==> config.mk <==
export PLATFORM = sky130hd
export DESIGN_NAME = reg24_hold_ctrl
export DESIGN_NICKNAME = d
export VERILOG_FILES = /design/src/rtl/reg24_hold_ctrl.sv
export SDC_FILE = /design/constraint.sdc
export NUM_CORES = 1
export LEC_CHECK = 0
export ABC_AREA = 1
export BUFFER_PORTS_ARGS = -buffer_cell sky130_fd_sc_hd__buf_2
export CELL_PAD_IN_SITES_DETAIL_PLACEMENT = 1
export CELL_PAD_IN_SITES_GLOBAL_PLACEMENT = 2
export CORE_MARGIN = 2
export CORE_UTILIZATION = 31
export CTS_CLUSTER_SIZE = 8
export DETAILED_ROUTE_END_ITERATION = 8
export GPL_TIMING_DRIVEN = 0
export PLACE_DENSITY = 0.84
export REMOVE_ABC_BUFFERS = 1
export SLEW_MARGIN = 5
export SYNTH_ARGS = -nofsm -noshare
export SYNTH_HDL_FRONTEND = slang
export SYNTH_SLANG_ARGS = --single-unit
==> constraint.sdc <==
create_clock -name clk -period 2.4 [get_ports clk]
set_input_delay 0.48 -clock clk [delete_from_list [all_inputs] [get_ports clk]]
set_output_delay 0.48 -clock clk [all_outputs]
set_load 0.03 [all_outputs]
==> src/rtl/reg24_hold_ctrl.sv <==
// ---------------------------------------------------------------------------
// reg24_hold_ctrl
//
// Two-entry skid stage for signed N-bit data words. It sits between a chain
// of hold-capable pipeline registers (upstream) and a valid/ready consumer
// (downstream). When downstream back-pressure fills both entries, hold_out
// freezes the upstream registers. A saturating counter records how many
// cycles the stage spent holding, for performance debug.
//
// Ports:
//   clk        rising-edge clock
//   rst_n      synchronous active-low reset
//   flush      synchronous clear of buffered words (active high)
//   in_valid   upstream word present on in_data
//   in_data    signed upstream word (N bits)
//   hold_out   1 = freeze upstream, word not accepted this cycle
//   out_valid  out_data holds a valid word
//   out_data   signed word to downstream (N bits)
//   out_ready  downstream can take out_data this cycle
//   occupancy  number of buffered words (0..2)
//   hold_cnt   saturating count of cycles with hold_out=1 (CW bits)
// ---------------------------------------------------------------------------
module reg24_hold_ctrl #(
    parameter int N  = 24,
    parameter int CW = 16
) (
    input  logic                clk,
    input  logic                rst_n,
    input  logic                flush,
    input  logic                in_valid,
    input  logic signed [N-1:0] in_data,
    output logic                hold_out,
    output logic                out_valid,
    output logic signed [N-1:0] out_data,
    input  logic                out_ready,
    output logic [1:0]          occupancy,
    output logic [CW-1:0]       hold_cnt
);

    typedef enum logic [1:0] {
        EMPTY = 2'd0,
        ONE   = 2'd1,
        FULL  = 2'd2
    } state_t;

    state_t               state_q, state_d;
    logic signed [N-1:0]  main_q, main_d;
    logic signed [N-1:0]  skid_q, skid_d;
    logic [CW-1:0]        hold_cnt_q, hold_cnt_d;
    logic                 accept;
    logic                 fire;

    // Every output is a pure decode of registered state, so hold_out has no
    // combinational path from out_ready and upstream sees a clean freeze.
    // out_data is always the main register, which keeps its last contents
    // while the stage is empty.
    always_comb begin
        out_valid = 1'b0;
        hold_out  = 1'b0;
        occupancy = 2'd0;
        case (state_q)
            ONE: begin
                out_valid = 1'b1;
                occupancy = 2'd1;
            end
            FULL: begin
                out_valid = 1'b1;
                hold_out  = 1'b1;
                occupancy = 2'd2;
            end
            default: begin
                out_valid = 1'b0;
                hold_out  = 1'b0;
                occupancy = 2'd0;
            end
        endcase
    end

    assign out_data = main_q;
    assign hold_cnt = hold_cnt_q;

    // Handshake qualifiers. In FULL hold_out is high, so any in_valid seen
    // there is the frozen upstream word and is deliberately ignored.
    assign accept = in_valid & ~hold_out;
    assign fire   = out_valid & out_ready;

    // Next-state and datapath selection. The main register always holds the
    // oldest word; the skid register only fills when a word arrives while
    // the main word is stalled. Flush empties the stage but leaves the data
    // registers untouched, dropping any simultaneous accept or fire.
    always_comb begin
        state_d = state_q;
        main_d  = main_q;
        skid_d  = skid_q;
        if (flush) begin
            state_d = EMPTY;
        end else begin
            case (state_q)
                EMPTY: begin
                    if (accept) begin
                        state_d = ONE;
                        main_d  = in_data;
                    end
                end
                ONE: begin
                    if (accept && fire) begin
                        state_d = ONE;
                        main_d  = in_data;
                    end else if (fire) begin
                        state_d = EMPTY;
                    end else if (accept) begin
                        state_d = FULL;
                        skid_d  = in_data;
                    end
                end
                FULL: begin
                    if (fire) begin
                        state_d = ONE;
                        main_d  = skid_q;
                    end
                end
                default: begin
                    state_d = EMPTY;
                end
            endcase
        end
    end

    // Hold-cycle counter: counts every edge spent in FULL, independent of
    // flush, and sticks at all-ones instead of wrapping so a long stall is
    // never misreported as a short one.
    always_comb begin
        hold_cnt_d = hold_cnt_q;
        if (hold_out && (hold_cnt_q != {CW{1'b1}})) begin
            hold_cnt_d = hold_cnt_q + CW'(1);
        end
    end

    // State and data registers with synchronous active-low reset, which
    // takes priority over everything and discards both buffered words.
    always_ff @(posedge clk) begin
        if (!rst_n) begin
            state_q    <= EMPTY;
            main_q     <= '0;
            skid_q     <= '0;
            hold_cnt_q <= '0;
        end else begin
            state_q    <= state_d;
            main_q     <= main_d;
            skid_q     <= skid_d;
            hold_cnt_q <= hold_cnt_d;
        end
    end

endmodule

* Word level (Yosys, flattened, before mapping)
Index checks and enable logic that the tools add are counted.
** Cells by class
- $add $sub $neg :: 1
- Eq/ne operators :: 7
- Muxes and demuxes :: 13
- Bitwise gates (word level) :: 7
- Reductions and logical operators :: 9
** Operators with widths (count)
- 2-to-1 mux 24 bit :: 3
- one-hot mux 24 bit (3 select lines) :: 1
- adder 16 x 1 -> 16 bit, second input constant :: 1
- inequality test 16 bit, second input constant :: 1
- 2-to-1 mux 2 bit :: 5
- AND reduction 5 bit :: 2
- inequality test 2 bit, second input constant :: 3
- one-hot mux 2 bit (3 select lines) :: 1
- NOT 1 bit :: 5
- inequality test 4 bit, second input constant :: 1
- one-hot mux 2 bit (2 select lines) :: 1
- OR reduction 2 bit :: 2
- AND reduction 3 bit :: 1
- nonzero test 3 bit :: 1
- AND 1 bit :: 2
- == test 2 x 1 -> 1 bit, second input constant :: 1
- == test 2 bit, second input constant :: 1
- logical AND 1 bit :: 2
- zero test 2 bit :: 1
- 2-to-1 mux 1 bit :: 2
** Storage, ports and cells
- Register bits after elaboration :: 66
- Output and inout port bits :: 44
- Logic and storage cells :: 41

* Longest topological paths before layout
Gate-level depths: netlist (run 1).
- Depth after elaboration :: 8
- Gate-level depth with buffers :: 11
- Mapped depth without buffers :: 10

* Worst setup path before layout (run 1)
OpenSTA, ideal clock, no wires.
- Path type :: register -> register
- From :: register state_q[1]
- To :: register main_q[0], in the netlist out_data[0]
- Arrival time :: 1.718 ns
- Data required time :: 2.268 ns
- Path slack :: 0.549 ns
- Cell stages (with the launch flop) :: 9
- Path buffers :: 1
- Cell sequence :: dfxtp_1 > inv_1 > ha_1 > nand2_1 > o21ai_4 > nand3_2 > buf_4 > nand2_1 > a21oi_1
** On the way
- Word-level cells in the longest chain between the ends :: 7
- Elaborated cells on any way between the ends :: 16
- Those cells by class :: eq/ne: 5; mux: 3; bitwise: 3; reduce/logical: 5
** RTL lines
- start: declaration :: RTL line 46 : state_t state_q, state_d;
- start signal: assignment :: RTL line 148 : state_q <= state_d;
- == test 2 bit or == test 2 x 1 -> 1 bit (tied branches) :: RTL line 61 : case (state_q)
- OR reduction 2 bit (no line) (*)
- 2-to-1 mux 1 bit (*) :: RTL line 61
- via out_valid :: RTL line 33 : output logic out_valid,
- AND 1 bit (*) :: RTL line 85 : assign fire = out_valid & out_ready;
- logical AND 1 bit :: RTL line 106 : if (accept && fire) begin
- inequality test 2 bit (no line)
- AND reduction 5 bit (no line) (*)
- end signal: assignment :: RTL line 149 : main_q <= main_d;
- end: declaration :: RTL line 47 : logic signed [N-1:0] main_q, main_d;
The timed path passes the listed nets; every way through them passes the cells marked *.
A chain may end at the register's enable or synchronous reset.

* Worst setup path after layout (run 1)
- From :: register state_q[1]
- To :: register skid_q[12]
** On the way
- Word-level cells in the longest chain between the ends :: 7
- Elaborated cells on any way between the ends :: 12
- Those cells by class :: eq/ne: 2; mux: 2; bitwise: 5; reduce/logical: 3
** RTL lines
- == test 2 bit or == test 2 x 1 -> 1 bit (tied branches) :: RTL line 61, 98
- OR reduction 2 bit (no line) or 2-to-1 mux 1 bit (tied branches)
- 2-to-1 mux 1 bit or NOT 1 bit (tied branches) :: RTL line 61, 84
- AND 1 bit, on equally long branches :: RTL line 85, 84
- logical AND 1 bit :: RTL line 106
- NOT 1 bit (no line)
- AND reduction 5 bit (no line) (*)
- end signal: assignment :: RTL line 150 : skid_q <= skid_d;
- end: declaration :: RTL line 48 : logic signed [N-1:0] skid_q, skid_d;
Mark *: on every way between the ends. The rest lies on a longest branch, timed or not.

==> impl_summary.log, run 1 <==
[metrics] average via count per standard cell: 4.93
[metrics] normalized max-slew margin: 42.9%
[metrics] PD cells: 615 nW/um2
[metrics] parity-gate share of the synthesized area counting xor and xnor cells: 0%
[metrics] FF+latch count, synth: 66
[metrics] routed length per instance: 15.4 um
[metrics] number of buffers inserted during clock tree synthesis: 9
[metrics] count of distinct cell types in the synthesized netlist: 23
[metrics] cell at the root of the clock tree: sky130_fd_sc_hd__clkbuf_8
[metrics] number of global-route vias before repair: 3337
[metrics] Post-Syn Area: 3140 um2
[metrics] cell type group with the largest total delay on the critical path: simple AND/OR/NAND/NOR gates
[metrics] count of endpoints failing setup in the final report: 0
[metrics] largest net degree at the start of global routing: 44
[metrics] total overflow reported by the global router: 0
[metrics] antenna cell count: 0
[metrics] Max Cap Violations: 0
[metrics] cell depth of the worst flop-to-flop path: 10
[metrics] DRC violation total after the first TritonRoute iteration: 119
[metrics] DP Cell Count: 640
[metrics] number of max-slew violations in the final report: 0
[metrics] mean area per synthesized cell: 6.82 um2
[metrics] Fin Clk Skew: 0.00635 ns
[metrics] die extent in x: 105 um
[metrics] GPL Wtd Cong: 0.773
[metrics] number of instances in the synthesized netlist: 460
[metrics] minimum clock period after layout: 2.21 ns
[metrics] category of the worst setup path capture point: flop
[metrics] type of the most critical hold path: in2reg
[metrics] combined global-route utilization of all metal layers: 19.3%
[metrics] number of buffer and inverter stages on the critical path: 3
[metrics] initial core utilization: 31.9%
[metrics] portion of the clock cycle consumed by the worst path in the final layout: 92.2%
[metrics] slowest cell delay on critical path: 0.43 ns
[metrics] Crit Reg-Reg Startpoint: state_q[1]
[metrics] sequential cell area fraction in the yosys report: 42.1%
[metrics] number of antenna violations at the first check in global routing: 0
[metrics] number of failing hold endpoints at the final stage: 0
[metrics] worst-path fanout max: 17
[metrics] list of cells traversed by the critical path: inv_1 -> ha_1 -> nand2_1 -> nand2_1 -> nor2_2 -> inv_2 -> nor2_8 -> inv_2 -> nor2_1 -> nor2_1
[metrics] full die area: 10900 um2
[metrics] clock-pin slew of the registers on the worst-case setup and hold paths: 0.07 ns
[metrics] crit start category: flop
[metrics] Util after Layout: 39.2%
[metrics] final antenna-violating net count: 0
[metrics] later-pin clock latency in the skew report: 0.34 ns
[metrics] detailed-placement wirelength estimate: 5.97 mm
[metrics] critical path class: reg2reg
[metrics] worst-margin pin slew: 0.856 ns
[metrics] final wirelength: 10.2 mm
[metrics] count of placed standard cells in the final layout, fillers left out: 663
[metrics] number of sinks handled by clock tree synthesis: 66
[metrics] IR drop worst, VDD: 0.247 mV
[metrics] highest clock rate: 452 MHz
[metrics] global-route wire length before repair: 16.8 mm
[metrics] multiplexer share of the synthesized area: 0%
[metrics] H-Tree Depth: 3
[metrics] footprint of the multi-input gates: 1690 um2
[metrics] largest family of logic cells by synthesized area: simple AND/OR/NAND/NOR gates
[metrics] DRC violations left: 0
[metrics] share of the synthesized area in compound gates (AO/OA/AOI/OAI): 13.3%
[metrics] I/O pin total: 73
[metrics] WP data required: 2.64 ns
[metrics] post-cts hold buffer count: 0
[metrics] endpoint arrival time on the critical path: 2.45 ns
[metrics] basic-gate share of the synthesized area counting and, or, nand and nor cells: 35.2%
[metrics] fill count: 1300
[metrics] Final Worst Setup Slack: 0.188 ns
[metrics] Buffers on Ports: 72
[metrics] run status: completed
[metrics] accumulated negative setup slack: 0 ns
[metrics] floorplan die height: 105 um
[metrics] worst setup slack after placement: -0.818 ns
[metrics] Worst setup endpoint: skid_q[12]
[metrics] worst r2r dst: skid_q[12]
[metrics] count of yosys warnings during synthesis: 0
[metrics] R2R Setup Slk: 0.19 ns
[metrics] Adder-Cell Fraction of Synth Area: 2.39%
[metrics] post-layout total power: 2370 uW
[metrics] register area: 1320 um2
[metrics] post-synthesis to final-layout area growth: 22.6%
[metrics] number of stages on the worst setup path: 10
[metrics] total vias in the final route: 3271
[metrics] library cell contributing the largest single delay on the critical path: sky130_fd_sc_hd__dfxtp_1
[metrics] Clock Path Buffers: 2
[metrics] static leakage: 0.00170 uW
[metrics] floorplan core area: 9820 um2
[metrics] number of iterations in the first detailed-routing pass: 4
[metrics] TritonCTS clock tree: built
[metrics] Nets: 560
[metrics] row count: 36
[metrics] Setup crit start: state_q[1]
[metrics] share of final-layout standard cells stronger than drive strength 1: 20.4%
-- layer usage --
metal / vias up / global-route usage, % / share of wire [%]
li1: 1630 / - / -
met1: 1558 / 24.9 / 48
met2: 67 / 31.8 / 46
met3: 16 / 4.49 / 4.2
met4: 0 / 6.57 / 1.9
met5: - / 0 / 0
-- state kept, by name, summed over array words and instances, names as in the netlist --
signal / count
hold_cnt: 16
state_q: 2
out_data: 24
skid_q: 24
-- worst min-delay path, stage by stage --
cell	delay [ns]
sky130_fd_sc_hd__buf_2	0.09
sky130_fd_sc_hd__nor2_1	0.04
sky130_fd_sc_hd__nor2_1	0.08
-- per-stage QoR --
stage	hold WS [ns]	instance area, um2
finish	0.379	3850
global route	0.381	3850
CTS	0.371	3810
detailed placement	0.451	3540
global placement	0.449	3540
floorplan	0.465	3020
-- repair_timing --
item | 4_1_cts | 5_1_grt
gates cloned | 4 | 0
gates resized for setup | 3 | 5
setup endpoints to repair | 43 | 43
pin swaps | 4 | 1
buffers inserted | 2 | 1
-- cell usage in the layout (no fill, tap or decap), drive strengths merged --
master  instances
inv            25
a21oi          43
dfxtp          66
nand3          16
ha              6
nand4          25
buf            75
clkbuf         14
clkinv          2
nor2           86
nand2         131
nor3b           1
o21ai          38
nor3            2
-- cells by family (layout without fill, tap and decap cells) --
family,Yosys count,in the layout
compound gates,79,81
fa+ha+maj,6,6
buf+inv,50,116
flops,66,66
simple gates,259,261
-- Yosys cell counts --
master	instances	area, um2
sky130_fd_sc_hd__nand2_1	130	488
sky130_fd_sc_hd__nor2_1	80	300
sky130_fd_sc_hd__dfxtp_1	66	1320
sky130_fd_sc_hd__a21oi_1	43	215
sky130_fd_sc_hd__nand4_1	24	150
sky130_fd_sc_hd__o21ai_0	24	120
sky130_fd_sc_hd__inv_1	22	82.6
sky130_fd_sc_hd__nand3_1	14	70.1
sky130_fd_sc_hd__clkbuf_1	11	41.3
sky130_fd_sc_hd__buf_2	10	50.1
sky130_fd_sc_hd__o21ai_1	10	50.1
sky130_fd_sc_hd__ha_1	6	75.1
sky130_fd_sc_hd__buf_4	4	30.0
sky130_fd_sc_hd__nor2_2	4	25.0
sky130_fd_sc_hd__inv_2	2	7.51
sky130_fd_sc_hd__nor3_1	2	10.0
sky130_fd_sc_hd__o21ai_4	2	32.5
sky130_fd_sc_hd__inv_4	1	6.26
sky130_fd_sc_hd__nand2_4	1	11.3
sky130_fd_sc_hd__nand3_2	1	10.0
sky130_fd_sc_hd__nand4_2	1	12.5
sky130_fd_sc_hd__nor2_8	1	20.0
sky130_fd_sc_hd__nor3b_1	1	7.51
-- cell type report --
| cell class | count | area share [%] |
|---|---|---|
| multi-input cells | 348 | 43.9 |
| flip-flops and latches | 66 | 34.4 |
| repair buffers | 75 | 10.1 |
| clock buffers | 14 | 4.49 |
| well taps | 133 | 4.33 |
| inverters | 25 | 2.57 |
| clock inverters | 2 | 0.260 |
-- where the power goes --
group | leakage (uW) | internal (uW) | total [uW] | switching, uW
registers | 0.000535 | 1130 | 1150 | 18.3
logic | 0.00107 | 94.6 | 323 | 228
clock network | 0.0000965 | 458 | 893 | 435
-- worst min-delay path by stage --
| stage | slack [ns] | depth (start not counted) | to | start |
|---|---|---|---|---|
| final | 0.38 | 3 | skid_q[23] | in_data[23] |
| after detailed placement | 0.45 | 2 | out_data[11] | out_data[11] |
| after floorplan | 0.46 | 2 | skid_q[10] | skid_q[10] |
| after CTS | 0.37 | 3 | skid_q[22] | in_data[22] |
| after global placement | 0.45 | 2 | out_data[15] | out_data[15] |
| after global routing | 0.38 | 3 | skid_q[22] | in_data[22] |
Power figures use the tool's default switching activity.
==> run 2, diff against run 1 <==
--- a/config.mk
+++ b/config.mk
@@ -9,6 +9,7 @@
 export BUFFER_PORTS_ARGS = -buffer_cell sky130_fd_sc_hd__buf_2
 export CELL_PAD_IN_SITES_DETAIL_PLACEMENT = 1
 export CELL_PAD_IN_SITES_GLOBAL_PLACEMENT = 2
+export CORE_ASPECT_RATIO = 0.75
 export CORE_MARGIN = 2
 export CORE_UTILIZATION = 31
 export CTS_CLUSTER_SIZE = 8
==> impl_summary.log, run 2 (synthesis gave the netlist of run 1 again) <==
[metrics] Internal Dissipation: 1950 uW (was 1680 uW)
[metrics] setup repair after global routing missed its margin: no
[metrics] combinational power share: 12.6% (was 13.6%)
[metrics] cell at the root of the clock tree: sky130_fd_sc_hd__clkbuf_16 (was sky130_fd_sc_hd__clkbuf_8)
[metrics] post-synthesis to final-layout area growth: 26.8% (was 22.6%)
[metrics] crit start category: flop (unchanged)
[metrics] combined global-route utilization of all metal layers: 20.0% (was 19.3%)
[metrics] net switching power: 697 uW (was 681 uW)
[metrics] portion of total power attributed to sequential cells: 43.6% (was 48.6%)
[metrics] Util after Layout: 40.9% (was 39.2%)
[metrics] number of antenna violations at the first check in global routing: 0 (unchanged)
[metrics] worst-path fanout max: 22 (was 17)
[metrics] register area: 1320 um2 (unchanged)
[metrics] commonest cells after routing, fill and taps aside: sky130_fd_sc_hd__nand2_1 (130), sky130_fd_sc_hd__nor2_1 (79), sky130_fd_sc_hd__buf_2 (72) (unchanged)
[metrics] number of max-slew violations in the final report: 0 (unchanged)
[metrics] portion of the clock cycle consumed by the worst path in the final layout: 90.4% (was 92.2%)
[metrics] floorplan core area: 9740 um2 (was 9820 um2)
[metrics] minimum clock period after layout: 2.17 ns (was 2.21 ns)
[metrics] WP data required: 2.65 ns (was 2.64 ns)
[metrics] DRC violations left: 0 (unchanged)
[metrics] antenna cell count: 0 (unchanged)
[metrics] Clock Path Buffers: 2 (unchanged)
[metrics] type of the most critical hold path: in2reg (unchanged)
[metrics] share of final-layout standard cells stronger than drive strength 1: 20.5% (was 20.4%)
[metrics] most common library cell in the layout ignoring fill and taps: sky130_fd_sc_hd__nand2_1 (unchanged)
[metrics] Nets: 565 (was 560)
[metrics] cell depth of the worst flop-to-flop path: 9 (was 10)
[metrics] accumulated negative setup slack: 0 ns (unchanged)
[metrics] average via count per standard cell: 4.97 (was 4.93)
[metrics] count of endpoints failing setup in the final report: 0 (unchanged)
[metrics] critical path class: reg2reg (unchanged)
[metrics] highest clock rate: 461 MHz (was 452 MHz)
[metrics] Fin Clk Skew: 0.00397 ns (was 0.00635 ns)
[metrics] PD cells: 666 nW/um2 (was 615 nW/um2)
[metrics] GPL Wtd Cong: 0.758 (was 0.773)
[metrics] total vias in the final route: 3307 (was 3271)
[metrics] I/O pin total: 73 (unchanged)
[metrics] final antenna-violating net count: 0 (unchanged)
[metrics] detailed-placement wirelength estimate: 6.23 mm (was 5.97 mm)
[metrics] normalized max-slew margin: 40.8% (was 42.9%)
[metrics] total overflow reported by the global router: 0 (unchanged)
[metrics] initial core utilization: 32.2% (was 31.9%)
[metrics] full die area: 10900 um2 (about the same)
[metrics] Max Cap Violations: 0 (unchanged)
[metrics] footprint of the multi-input gates: 1690 um2 (unchanged)
[metrics] number of failing hold endpoints at the final stage: 0 (unchanged)
[metrics] endpoint arrival time on the critical path: 2.42 ns (was 2.45 ns)
[metrics] number of sinks handled by clock tree synthesis: 66 (unchanged)
[metrics] DRC violation total after the first TritonRoute iteration: 197 (was 119)
[metrics] floorplan die height: 91.1 um (was 105 um)
[metrics] category of the worst setup path capture point: flop (unchanged)
[metrics] later-pin clock latency in the skew report: 0.32 ns (was 0.34 ns)
[metrics] static leakage: 0.00176 uW (was 0.00170 uW)
[metrics] switching power share of the total: 26.3% (was 28.8%)
[metrics] IR drop worst, VDD: 0.296 mV (was 0.247 mV)
[metrics] H-Tree Depth: 3 (unchanged)
[metrics] die extent in x: 120 um (was 105 um)
[metrics] row count: 31 (was 36)
[metrics] number of buffers inserted during clock tree synthesis: 9 (unchanged)
[metrics] post-cts hold buffer count: 0 (unchanged)
[metrics] fill count: 1248 (was 1300)
[metrics] global-route wire length before repair: 17.2 mm (was 16.8 mm)
[metrics] clock-pin slew of the registers on the worst-case setup and hold paths: 0.05 ns (was 0.07 ns)
[metrics] share of total power in the clock network: 43.8% (was 37.8%)
[metrics] Buffers on Ports: 72 (unchanged)
[metrics] run status: completed (unchanged)
[metrics] TritonCTS clock tree: built (unchanged)
[metrics] largest net degree at the start of global routing: 44 (unchanged)
[metrics] routed length per instance: 16.1 um (was 15.4 um)
[metrics] final wirelength: 10.7 mm (was 10.2 mm)
[metrics] number of cells on the worst hold path: 3 (unchanged)
[metrics] worst-margin pin slew: 0.887 ns (was 0.856 ns)
[metrics] number of global-route vias before repair: 3323 (was 3337)
[metrics] number of iterations in the first detailed-routing pass: 4 (unchanged)
[run 2: worst paths after layout]
check / startpoint / end / slack [ns]
max: state_q[0] / skid_q[3] / 0.23
min: in_data[10] / skid_q[10] / 0.40
max reg2reg: state_q[0] / skid_q[3] / 0.23
min reg2reg: out_data[12] / out_data[12] / 0.46
[run 2: power by group through the flow]
stage / combinational (uW) / sequential [uW] / clock, uW
global placement: 286 / 1180 / 0
floorplan: 133 / 1220 / 0
global route: 362 / 1160 / 1250
CTS: 326 / 1150 / 1190
detailed placement: 295 / 1180 / 0
finish: 333 / 1150 / 1160
[run 2: routing by layer]
layer	up-vias	routed length [um]	global-route usage (%)
li1	1645	-	-
met1	1574	5280	27.0
met2	78	4820	32.0
met3	10	494	4.52
met4	0	114	5.59
met5	-	0	0
[run 2: stage by stage]
| stage | hold WS, ns | power [uW] | instances | area, um2 | worst slack (ns) |
|---|---|---|---|---|---|
| after floorplan | 0.465 | 1350 | 435 | 3020 | -0.208 |
| after global placement | 0.447 | 1460 | 639 | 3540 | -1.26 |
| after detailed placement | 0.452 | 1470 | 639 | 3540 | -0.901 |
| after CTS | 0.400 | 2670 | 661 | 3900 | 0.0415 |
| after global routing | 0.407 | 2770 | 665 | 3980 | 0.0254 |
| final | 0.404 | 2650 | 665 | 3980 | 0.230 |
[run 2: area by class of cell]
| class | count | share of cell area (%) |
|---|---|---|
| multi-input cells | 348 | 42.4 |
| flip-flops and latches | 66 | 33.2 |
| inverters | 25 | 2.48 |
| repair buffers | 80 | 11.4 |
| well taps | 132 | 4.15 |
| clock buffers | 14 | 6.38 |
[run 2: worst max-delay path: stages (launching register included)]
cell and delay (ns):
sky130_fd_sc_hd__dfxtp_1 0.37, sky130_fd_sc_hd__inv_1 0.13, sky130_fd_sc_hd__ha_4 0.30, sky130_fd_sc_hd__inv_6 0.21, sky130_fd_sc_hd__nand2_4 0.16, sky130_fd_sc_hd__nor2_2 0.15
sky130_fd_sc_hd__inv_2 0.10, sky130_fd_sc_hd__nor2_4 0.40, sky130_fd_sc_hd__o21ai_1 0.11, sky130_fd_sc_hd__a21oi_1 0.15
[run 2: repair_timing]
item | in CTS | in global routing
cloned | 4 | 0
setup endpoints to repair | 47 | 49
setup buffers | 4 | 4
gates resized for setup | 4 | 4
pin swaps | 4 | 1
